### config.mk
export PLATFORM = sky130hd
export DESIGN_NAME = ddr4_iod_dly_step_ctrl
export DESIGN_NICKNAME = d
export VERILOG_FILES = /design/src/rtl/ddr4_iod_dly_step_ctrl.sv
export SDC_FILE = /design/constraint.sdc
export NUM_CORES = 1
export LEC_CHECK = 0
export CORE_ASPECT_RATIO = 1.4
export CORE_MARGIN = 5
export CORE_UTILIZATION = 24
export CTS_CLUSTER_DIAMETER = 30
export CTS_CLUSTER_SIZE = 12
export DETAILED_ROUTE_END_ITERATION = 16
export PLACE_DENSITY_LB_ADDON = 0.05
export SYNTH_ARGS = -nofsm -noshare
export SYNTH_HDL_FRONTEND = slang
export SYNTH_SLANG_ARGS = --single-unit
### constraint.sdc
create_clock -name FAB_CLK -period 2.9 [get_ports FAB_CLK]
set_input_delay 0.58 -clock FAB_CLK [delete_from_list [all_inputs] [get_ports FAB_CLK]]
set_output_delay 0.58 -clock FAB_CLK [all_outputs]
set_load 0.05 [all_outputs]
### src/rtl/ddr4_iod_dly_step_ctrl.sv
// Step sequencer for one DDR4 PHY IOD dynamic delay line: LOAD/MOVE commands, settle spacing, tap tracking.
// Optional build macro IOD_DLY_CTRL_SOFT_LIMIT_EN stops a move before it would leave 0..MAX_TAP.
module ddr4_iod_dly_step_ctrl #(
    parameter int TAP_W         = 8,
    parameter int SETTLE_CYCLES = 4,
    parameter int LOAD_TAP      = 1,
    parameter int MAX_TAP       = 255
) (
    input  logic             FAB_CLK,
    input  logic             ARST_N,
    input  logic             CMD_VALID,
    output logic             CMD_READY,
    input  logic             CMD_OP,
    input  logic             CMD_DIR,
    input  logic [TAP_W-1:0] CMD_STEPS,
    output logic             DONE,
    output logic             DONE_OOR,
    output logic [TAP_W-1:0] TAP_POS,
    output logic             DELAY_LINE_LOAD,
    output logic             DELAY_LINE_MOVE,
    output logic             DELAY_LINE_DIRECTION,
    input  logic             DELAY_LINE_OUT_OF_RANGE,
    output logic [2:0]       state_dbg
);

    // Handshake: a command transfers on a rising edge where CMD_VALID && CMD_READY;
    // CMD_READY is high only in IDLE and the command fields are captured on that edge.

    localparam int CW = (SETTLE_CYCLES < 2) ? 1 : $clog2(SETTLE_CYCLES);
    localparam logic [CW-1:0]    SETTLE_LAST = CW'(SETTLE_CYCLES - 1);
    localparam logic [TAP_W-1:0] LOAD_TAP_L  = TAP_W'(LOAD_TAP);

    typedef enum logic [2:0] {
        S_IDLE   = 3'd0,
        S_LOAD   = 3'd1,
        S_MOVE   = 3'd2,
        S_SETTLE = 3'd3,
        S_FIN    = 3'd4
    } state_t;

    state_t            state;
    logic [CW-1:0]     settle_cnt;
    logic [TAP_W-1:0]  steps_q;
    logic              dir_q;
    logic              is_load;
    logic [TAP_W-1:0]  tap_step;
    logic              lim_accept;
    logic              lim_next;

    assign tap_step = dir_q ? (TAP_POS + 1'b1) : (TAP_POS - 1'b1);

`ifdef IOD_DLY_CTRL_SOFT_LIMIT_EN
    localparam logic [TAP_W-1:0] MAX_TAP_L = TAP_W'(MAX_TAP);
    assign lim_accept = CMD_DIR ? (TAP_POS >= MAX_TAP_L) : (TAP_POS == '0);
    assign lim_next   = dir_q ? (tap_step >= MAX_TAP_L) : (tap_step == '0);
`else
    assign lim_accept = 1'b0;
    assign lim_next   = 1'b0;
`endif

    // In IDLE the direction follows the offered command so it is already settled
    // during the accept cycle, one cycle ahead of the first MOVE pulse.
    assign DELAY_LINE_DIRECTION = (state == S_IDLE) ? (CMD_VALID & CMD_DIR) : dir_q;
    assign state_dbg = state;

    always_ff @(posedge FAB_CLK or negedge ARST_N) begin
        if (!ARST_N) begin
            state           <= S_IDLE;
            settle_cnt      <= '0;
            steps_q         <= '0;
            dir_q           <= 1'b0;
            is_load         <= 1'b0;
            CMD_READY       <= 1'b1;
            DONE            <= 1'b0;
            DONE_OOR        <= 1'b0;
            TAP_POS         <= LOAD_TAP_L;
            DELAY_LINE_LOAD <= 1'b0;
            DELAY_LINE_MOVE <= 1'b0;
        end else begin
            DONE            <= 1'b0;
            DELAY_LINE_LOAD <= 1'b0;
            DELAY_LINE_MOVE <= 1'b0;
            case (state)
                S_IDLE: begin
                    if (CMD_VALID) begin
                        CMD_READY <= 1'b0;
                        DONE_OOR  <= 1'b0;
                        dir_q     <= CMD_DIR;
                        steps_q   <= CMD_STEPS;
                        is_load   <= CMD_OP;
                        if (CMD_OP) begin
                            state           <= S_LOAD;
                            DELAY_LINE_LOAD <= 1'b1;
                        end else if (CMD_STEPS == '0) begin
                            state <= S_FIN;
                        end else if (lim_accept) begin
                            DONE_OOR <= 1'b1;
                            state    <= S_FIN;
                        end else begin
                            state           <= S_MOVE;
                            DELAY_LINE_MOVE <= 1'b1;
                        end
                    end
                end
                S_LOAD: begin
                    TAP_POS    <= LOAD_TAP_L;
                    settle_cnt <= SETTLE_LAST;
                    state      <= S_SETTLE;
                end
                S_MOVE: begin
                    settle_cnt <= SETTLE_LAST;
                    state      <= S_SETTLE;
                end
                S_SETTLE: begin
                    if (settle_cnt != '0) begin
                        settle_cnt <= settle_cnt - 1'b1;
                    end else if (is_load) begin
                        DONE  <= 1'b1;
                        state <= S_FIN;
                    end else if (DELAY_LINE_OUT_OF_RANGE) begin
                        DONE_OOR <= 1'b1;
                        DONE     <= 1'b1;
                        state    <= S_FIN;
                    end else begin
                        TAP_POS <= tap_step;
                        steps_q <= steps_q - 1'b1;
                        if (steps_q == TAP_W'(1)) begin
                            DONE  <= 1'b1;
                            state <= S_FIN;
                        end else if (lim_next) begin
                            DONE_OOR <= 1'b1;
                            DONE     <= 1'b1;
                            state    <= S_FIN;
                        end else begin
                            DELAY_LINE_MOVE <= 1'b1;
                            state           <= S_MOVE;
                        end
                    end
                end
                S_FIN: begin
                    // Entered straight from IDLE when no pulse was issued: spend one
                    // extra cycle here so DONE lands two cycles after accept.
                    if (!DONE) begin
                        DONE <= 1'b1;
                    end else begin
                        CMD_READY <= 1'b1;
                        state     <= S_IDLE;
                    end
                end
                default: begin
                    CMD_READY <= 1'b1;
                    state     <= S_IDLE;
                end
            endcase
        end
    end

endmodule

==> reports/qor.yml <==
cts_root_buf: "clkbuf_8"
portBuffers: 30
cp-start-kind: "flop"
postCtsSetupRepairBufs: 0
worst_pin_slew_ns: 0.6884
coreArea_um2: 6982
pwr-share-comb: 0.627
post-route-util: 0.3129
placementRows: 36
dpl_cell_area_um2: 2140
final_area_um2: 2185
critPathMaxStageDelay_ns: 0.90
slew_viol_final: 0
route.detailed.drc: 0
crit_fanout: 13
cts_made_buffers: 3
finalCriticalPeriod_ns: 2.391
num_vias: 1541
max_cap_violations: 0
worstSkewPairLatency_ns: 0.28
antenna_found_initial: 0
synth_warnings: 0
hold_path_depth: 2
ir_drop_mv: 0.5373
die_area_um2: 9009
final.period_utilization: 0.8244
finClkSkew_ns: 0.006904
initial_core_util: 0.2471
syn_area_per_cell_um2: 8.940
fin_tns_setup_ns: 0
ys_async_sr_fraction: 1.000
hold_end: "CMD_READY"
clock_path_buffers: 2
min_path_type: "flop to flop"
cp-end-kind: "output pin"
synth-seq-cells: 28
synth-xor-area-share: 0.01015
syn_to_final_growth_pct: 26.61
wl_per_cell_um: 15.42
routed_via_density: 4.831
synth-edff-count: 0
cts_sinks: 28
r2r-end: "TAP_POS[7]"
synthAdderAreaFrac: 0.07687
dr.pass1.iters: 4
worstHoldStart: "CMD_READY"
synthMuxAreaShare: 0.005801
pwr-share-seq: 0.286
finalSetupViolations: 0
die_x_um: 81.66
synthSimpleGateAreaFrac: 0.1951
clk_pin_slew_ns: 0.10
grt_pass1_vias: 1668
grt_first_pass_wirelength_mm: 8.224
grt_usage: 0.1181
synth_nets: 217
clkPwrFrac: 0.087
powerDensity_nw_per_um2: 1210
first_iter_violations: 48
cts_hold_buffers: 0
drt_wl_total_mm: 4.920
die_h_um: 110.3
criticalPathCategory: "flop to output pin"
overflow: 0
grt_max_degree: 29
r2r_slack_ns: 0.65
crit_arrival_ns: 1.81
dp_hpwl_mm: 3.716
synth_top_family_by_area: "compound AO/OA/AOI/OAI gates"
cts_tree: "yes"
ios: 31
crit_path_top_delay_cell: "clkdlybuf4s50_1"
seq_area_frac_synth: 0.4075
drive_gt1_frac: 0.08036
synth_cell_types: 51
required_ns: 2.32
rsz0062_at_grt: "no"
fin_nets: 249
synth_cells: 193
cts-resized-gates: 0
power.switching_uw: 1340
path_cells: "clkdlybuf4s50_1"
htree_levels: 1
relSlewSlack: 0.5369
r2r_cells: 7
r2r-start: "dir_q"
status: "finished clean"
synth_ff_type: "dfrtp_1"
path_delay_family: "buffers and inverters"
synth-compound-area-share: 0.2545
gp_congestion: 0.8121
switching_share: 0.5068
synth_area_um2: 1725
total_leakage_power_uw: 0.0009171
hold_viol_final: 0
clock.fmax_mhz: 418.3
detail-route-antenna-nets: 0
critPathBufInv: 1
antenna_cells: 0
internal-power_uw: 1304
==> metrics by stage <==
stage	cells	setup slack, ns	total power [uW]	hold slack (ns)
detailed placement	315	0.3497	2432	0.4758
floorplan	193	0.2970	1915	0.2844
finish	319	0.5091	2643	0.4927
global placement	315	0.4115	2407	0.4703
global route	319	0.3996	2877	0.5128
CTS	319	0.4798	2679	0.4959
==> area by class of cell <==
type                    count  area (um^2)
flip-flops and latches     28        703.2
fillers                   742         4797
multi-input cells         147        935.9
clock buffers               4        45.04
inverters                  11        41.29
well taps                  95        118.9
repair buffers             34        340.3
==> per-layer routing <==
| metal | up-vias | global-route usage | part of all wire |
|---|---|---|---|
| li1 | 765 | - | - |
| met1 | 751 | 0.1374 | 0.42 |
| met2 | 21 | 0.2139 | 0.53 |
| met3 | 4 | 0.02033 | 0.037 |
| met4 | 0 | 0.04276 | 0.012 |
| met5 | - | 0 | 0 |
==> synth_stat cells, drive strengths merged (2+ instances only) <==
cell    instances  area (um^2)
a211o           2        17.52
a211oi          3        35.03
a21boi          2        15.01
a21o            4        31.28
a21oi          16        80.08
a311oi          2        17.52
and3            2        13.77
buf             3        30.03
clkbuf          4        15.01
dfrtp          26        650.6
dfstp           2        52.55
ha              9        112.6
inv            11        41.29
nand2          24        90.09
nand3           3        15.01
nor2           16        62.56
nor2b           3        18.77
nor3            4        20.02
nor3b           2        15.01
nor4            4        25.02
o21ai          18        90.09
o22a            2        17.52
o22ai           2        12.51
o31ai           4        30.03
o41ai           2        17.52
or2             2        12.52
or4             2        15.01
xnor2           2        17.52
==> cell usage in the layout, fill, tap and decap left out, types with 2 or more instances in the layout <==
| master | instances |
|---|---|
| clkdlybuf4s50_1 | 29 |
| dfrtp_1 | 26 |
| nand2_1 | 24 |
| o21ai_0 | 18 |
| a21oi_1 | 16 |
| nor2_1 | 15 |
| inv_1 | 11 |
| ha_1 | 9 |
| nor3_1 | 4 |
| nor4_1 | 4 |
| o31ai_1 | 4 |
| buf_4 | 4 |
| nand3_1 | 3 |
| nor2b_1 | 3 |
| a21o_1 | 3 |
| clkbuf_8 | 3 |
| dfstp_2 | 2 |
| or4_1 | 2 |
| a311oi_1 | 2 |
| o22ai_1 | 2 |
| o22a_1 | 2 |
| a21boi_0 | 2 |
| a211o_1 | 2 |
| xnor2_1 | 2 |
| o41ai_1 | 2 |
| nor3b_1 | 2 |
| a211oi_1 | 2 |
==> flip-flops by register name (all words and copies together) (netlist names) <==
name             flops
DELAY_LINE_LOAD      1
state_dbg            3
is_load              1
TAP_POS              8
settle_cnt           2
DELAY_LINE_MOVE      1
steps_q              8
DONE                 1
dir_q                1
CMD_READY            1
DONE_OOR             1
==> power by group through the flow <==
stage | logic (uW) | clock network [uW] | registers (uW)
4_1_cts | 1680 | 242 | 758
6_report | 1660 | 230 | 756
5_1_grt | 1840 | 251 | 786
3_3_place_gp | 1650 | 0 | 760
3_5_place_dp | 1670 | 0 | 763
2_1_floorplan | 961 | 0 | 954
==> worst max path at each step <==
stage,slack [ns],from,endpoint,depth (start not counted)
finish,0.51,state_dbg[2],state_dbg[2],1
global route,0.40,state_dbg[2],DELAY_LINE_DIRECTION,5
CTS,0.48,state_dbg[2],state_dbg[2],1
detailed placement,0.35,CMD_VALID,steps_q[7],6
global placement,0.41,CMD_VALID,steps_q[7],6
floorplan,0.30,state_dbg[0],DELAY_LINE_DIRECTION,2
==> logic make-up (layout without fill, tap and decap cells) <==
group / count (synthesis) / in the layout
XOR/XNOR: 2 / 2
AND/OR/NAND/NOR: 68 / 68
multiplexers: 1 / 1
AO/OA/AOI/OAI: 66 / 66
buffers and inverters: 18 / 49
flip-flops: 28 / 28
adder cells (fa/ha/maj): 10 / 10
Note: power is estimated with default switching activity, not from simulation.
